**src/rtl/reverb_template_s2m_fifo0.sv**
```systemverilog
// Stream-to-MM return FIFO: Avalon-ST sink fills a register array, Avalon-MM read slave drains it and reports LEVEL/STATUS.
// Latency: a pushed word is poppable the next cycle; readdata is registered and valid one cycle after the read is accepted.
// Backpressure: sink_ready drops when full; a DATA read on an empty FIFO holds waitrequest until a word arrives.
module reverb_template_s2m_fifo0 #(
    parameter int DATA_W = 32,
    parameter int DEPTH  = 32,
    parameter int ADDR_W = 5
) (
    input  logic              clock,
    input  logic              reset_n,
    input  logic [DATA_W-1:0] avalonst_sink_data,
    input  logic              avalonst_sink_valid,
    output logic              avalonst_sink_ready,
    input  logic [1:0]        avalonmm_read_slave_address,
    input  logic              avalonmm_read_slave_read,
    output logic [DATA_W-1:0] avalonmm_read_slave_readdata,
    output logic              avalonmm_read_slave_waitrequest
);

    localparam logic [ADDR_W:0] FULL_COUNT = (ADDR_W+1)'(DEPTH);

    logic [DATA_W-1:0] mem [DEPTH];
    logic [ADDR_W:0]   wr_ptr;
    logic [ADDR_W:0]   rd_ptr;
    logic [ADDR_W:0]   count;
    logic              empty;
    logic              full;
    logic              push;
    logic              accept;
    logic              pop;

    assign empty = (count == '0);
    assign full  = (count == FULL_COUNT);

    // Both handshakes are forced inactive while reset is asserted.
    assign avalonst_sink_ready = reset_n & ~full;
    assign avalonmm_read_slave_waitrequest = ~reset_n |
        (avalonmm_read_slave_read & (avalonmm_read_slave_address == 2'd0) & empty);

    assign push   = avalonst_sink_valid & avalonst_sink_ready;
    assign accept = avalonmm_read_slave_read & ~avalonmm_read_slave_waitrequest;
    assign pop    = accept & (avalonmm_read_slave_address == 2'd0);

    always_ff @(posedge clock) begin
        if (push) begin
            mem[wr_ptr[ADDR_W-1:0]] <= avalonst_sink_data;
        end
    end

    always_ff @(posedge clock or negedge reset_n) begin
        if (!reset_n) begin
            wr_ptr <= '0;
            rd_ptr <= '0;
            count  <= '0;
        end else begin
            if (push) begin
                wr_ptr <= wr_ptr + 1'b1;
            end
            if (pop) begin
                rd_ptr <= rd_ptr + 1'b1;
            end
            case ({push, pop})
                2'b10:   count <= count + 1'b1;
                2'b01:   count <= count - 1'b1;
                default: count <= count;
            endcase
        end
    end

    // LEVEL/STATUS sample count before this edge's push/pop takes effect.
    always_ff @(posedge clock or negedge reset_n) begin
        if (!reset_n) begin
            avalonmm_read_slave_readdata <= '0;
        end else if (accept) begin
            case (avalonmm_read_slave_address)
                2'd0:    avalonmm_read_slave_readdata <= mem[rd_ptr[ADDR_W-1:0]];
                2'd1:    avalonmm_read_slave_readdata <= DATA_W'(count);
                2'd2:    avalonmm_read_slave_readdata <= DATA_W'({full, empty});
                default: avalonmm_read_slave_readdata <= '0;
            endcase
        end
    end

endmodule

```
**config.mk**
```make
export PLATFORM = sky130hd
export DESIGN_NAME = reverb_template_s2m_fifo0
export DESIGN_NICKNAME = d
export VERILOG_FILES = /design/src/rtl/reverb_template_s2m_fifo0.sv
export SDC_FILE = /design/constraint.sdc
export NUM_CORES = 1
export LEC_CHECK = 0
export BUFFER_PORTS_ARGS = -buffer_cell sky130_fd_sc_hd__buf_2
export CORE_UTILIZATION = 40
export CTS_CLUSTER_DIAMETER = 150
export DETAILED_ROUTE_END_ITERATION = 8
export GPL_TIMING_DRIVEN = 0
export PLACE_DENSITY = 0.55
export SLEW_MARGIN = 20
export SYNTH_ARGS = -nofsm -noshare
export SYNTH_HDL_FRONTEND = slang
export SYNTH_SLANG_ARGS = --single-unit
```
**constraint.sdc**
```tcl
create_clock -name clock -period 3.69 [get_ports clock]
set_input_delay 0.369 -clock clock [delete_from_list [all_inputs] [get_ports clock]]
set_output_delay 0.369 -clock clock [all_outputs]
set_load 0.03 [all_outputs]
```
==> summary.md <==
| Metric | Value |
|---|---|
| Outcome | finished, final reports clean |
| Fin Clk Skew | 0.0322 ns |
| Clock-pin slew on the worst setup and hold paths | 0.06 ns |
| Family with the most delay on the worst path | simple AND/OR/NAND/NOR gates |
| Fin util | 47.5% |
| Layout net count | 2,215 |
| I/O pins | 72 |
| Die ar. | 104,000 sq um |
| # DRC | 0 |
| Grt ovf | 0 |
| Core ar. | 102,000 sq um |
| Vias per std cell | 5.83 |
| Tot Pwr | 0.0330 W |
| Starting density of the core | 40.4% |
| Critical Path AT | 4.02 ns |
| Flop2flop setup slack | 0.25 ns |
| Hold WC Path Type | in2async |
| First-pass GRT wire length | 163,000 um |
| Hold_ws | 0.182 ns |
| Startpoint Class | flop |
| CTS tree | built |
| Buf/Inv on CP | 3 |
| Chip width | 323 um |
| Final HPWL DP | 77,700 um |
| # rows | 117 |
| Worst reg-to-reg path cell count | 13 |
| H-tree depth | 3 |
| Fin. max-slew vios | 0 |
| Clock Path Buffers | 3 |
| Fin. Hold Viols | 0 |
| Crit Path Class | reg2reg |
| Max Fclk | 291 MHz |
| Sw Ratio | 29.8% |
| Worst vdd ir | 398 uV |
| Post-synth top area cell | edfxtp_1 |
| GRT Overall Usage | 22.7% |
| Routed via count | 21.1k |
| Max-cap violations | 0 |
| Ratio of final minimum period to clock period | 93.2% |
| Measured slew at the worst slew-check pin | 1.20 ns |
| Top post-synthesis cells by area | edfxtp_1 75%, mux4_2 11%, dfrtp_1 2.9% |
| Top cell by count, worst path | or4_1 |
| Global placement routability congestion | 0.788 |
| Slew HR | 20.2% |
| Sequential share of power | 42.6% |
| Num CTS Buffers | 106 |
| Fillers | 8,307 |
| CP Cell Sequence | or4_4 > nor3_2 > or4_1 > buf_4 > inv_2 > buf_6 > ha_2 > ha_1 > a21o_1 > a21oi_1 > or4_1 > nand3_1 > xnor2_1 |
| Internal Power | 0.0231 W |
| Yosys top cell area share | 74.8% |
| Synth Instances | 1,918 |
| CP Capture Type | flop |
| Synthesized area | 41,100 sq um |
| Slowest CP cell | or4_4 |
| Most common flop cell mapped by yosys | edfxtp_1 |
| DRT iter0 DRCs | 2,302 |
| CP Max Fanout | 10 |
| EDFF count, synth | 1,024 |
| Pleak | 15.4 nW |
| Setup WS pre-CTS | -0.0678 ns |
| Synth cell types | 57 |
| Avg Cell Area, Syn | 21.4 sq um |
| Sum Neg Setup Slack | 0 ns |
| Skew-Pair Late Insertion Delay | 0.68 ns |
| Final worst slack | 0.251 ns |
| RSZ-0062 raised after global routing | false |
| Synth Warn # | 0 |
| Final worst path period need | 3.44 ns |
| Share of layout cells above drive strength 1 | 26.7% |
| DR pass1 iterations | 5 |
| Pin count of the biggest net entering global routing | 33 |
| Async SR Flop Fraction | 4.48% |
| Combinational Power Share | 26.5% |
| Clk sinks | 1,072 |
| Synth Register Bits | 1,072 |
| Net Sw Power | 0.00982 W |
| Syn nets | 1,967 |
| Worst r2r dst | count[5] |
| WL/cell | 32.1 um |
| Setup violations, final | 0 |
| Root Driver | clkbuf_16 |
| DIE HEIGHT | 323 um |
| Port Buffers | 71 |
| Post-Route WL | 116,000 um |
| Antenna-violating nets left | 0 |
| Required time of the critical path | 4.27 ns |
| Worst reg2reg path startpoint | count[1] |
| PD cells | 682 nW/um^2 |
| Vias in the first global route | 21.4k |
| Initial antenna violation count | 3 |
| Slowest stage delay, CP | 0.57 ns |
| Seq/Total Area, Yosys | 77.8% |
| Synthesis-to-finish area growth | 17.7% |
| Clock share of power | 30.9% |
==> power groups by stage <==
stage | Combinational (W) | Sequential (W) | Clock [W]
2_1_floorplan | 0.00543 | 0.0144 | 0
3_3_place_gp | 0.00838 | 0.0143 | 0
3_5_place_dp | 0.00877 | 0.0143 | 0
4_1_cts | 0.00881 | 0.0141 | 0.0103
5_1_grt | 0.00919 | 0.0141 | 0.0108
6_report | 0.00872 | 0.0141 | 0.0102
==> sequential cells by signal (all words and copies together) (netlist names) <==
register                      count
mem                            1024
avalonmm_read_slave_readdata     32
count                             6
rd_ptr                            5
wr_ptr                            5
==> layer usage <==
metal | share of wire (%) | global-route usage (%) | wire, um
met5 | 0.021 | 0 | 24
met4 | 2.8 | 6.84 | 3210
met1 | 41 | 30.6 | 47200
met3 | 6.6 | 3.29 | 7670
met2 | 50 | 38.2 | 58200
==> cells by family (layout without fill, tap and decap cells) <==
family	after synthesis	count (layout)	synth area share [%]
multiplexers	304	304	14.0
flip-flops	1072	1072	77.8
AND/OR/NAND/NOR	173	173	2.04
adder cells (fa/ha/maj)	11	11	0.353
AO/OA/AOI/OAI	225	225	3.98
other	0	1	0
XOR/XNOR	12	12	0.256
buffers and inverters	121	457	1.66
==> cell usage after synthesis, drive strengths merged (2+ instances only) <==
master / number
edfxtp: 1024
mux4: 213
mux2i: 82
a22oi: 81
buf: 61
nor2: 53
clkbuf: 48
dfrtp: 48
nand2: 31
nand3: 31
o21ai: 29
a21oi: 28
nor3: 19
a211oi: 17
a22o: 17
inv: 12
nand4: 12
ha: 10
xnor2: 10
a2bb2oi: 9
a32o: 9
mux2: 9
a2111oi: 8
nor2b: 8
a221oi: 5
o221ai: 5
nand3b: 4
o22ai: 4
a21o: 3
a221o: 3
and2: 3
or4: 3
nor4: 2
o32ai: 2
or3b: 2
xor2: 2
==> cells in the final DEF, fill, tap and decap left out, types with 10 or more instances in the layout <==
master     Yosys  final
edfxtp_1    1024   1024
nor2_1        53     19
o21ai_0       27     27
mux4_2       208    208
buf_2         29     99
a211oi_1      17     17
buf_4         15     15
mux2i_1       82     82
nor3_1        18     18
clkbuf_1      48     79
nor2_4         0     32
a22o_1        17     17
clkbuf_16      0    108
xnor2_1       10     10
buf_12         4     25
nand3_1       31     31
nand4_1       12     12
a22oi_1       81     81
clkinv_1       0     18
buf_16         0     45
clkinv_2       0     19
inv_1         11     11
a21oi_1       28     28
clkbuf_8       0     12
nand2_1       31     31
dfrtp_1       48     48
==> repair_timing <==
action	CTS	global route
hold buffers	1	0
setup buffers	0	0
setup endpoints to repair	0	3
hold endpoints to repair	22	0
resized for setup	0	3
==> metrics by stage <==
step | instances | area, sq um
6_report | 3623 | 48400
5_1_grt | 3622 | 48400
3_3_place_gp | 3357 | 43200
4_1_cts | 3622 | 48400
3_5_place_dp | 3425 | 45100
2_1_floorplan | 1918 | 41100
==> area by class of cell <==
type / count / area, sq um / share of cell area (%)
Multi-Input combinational cell: 725 / 8710 / 18.0
Clock buffer: 152 / 2980 / 6.16
Buffer: 109 / 641 / 1.32
Inverter: 12 / 45.0 / 0.0931
Sequential cell: 1072 / 32000 / 66.1
Antenna cell: 1 / 2.50 / 0.00517
Tap cell: 1368 / 1710 / 3.54
Clock inverter: 44 / 270 / 0.559
Timing Repair Buffer: 140 / 2060 / 4.26
==> worst max-delay path by stage <==
stage             start     endpoint  cells past startpoint
3_3_place_gp    reset_n  mem[21][13]                      5
6_report       count[1]     count[5]                     13
4_1_cts         reset_n     count[5]                     15
3_5_place_dp    reset_n     count[5]                     14
5_1_grt         reset_n     count[4]                     16
2_1_floorplan  count[1]     count[5]                     13
Note: power is estimated with default switching activity, not from simulation.
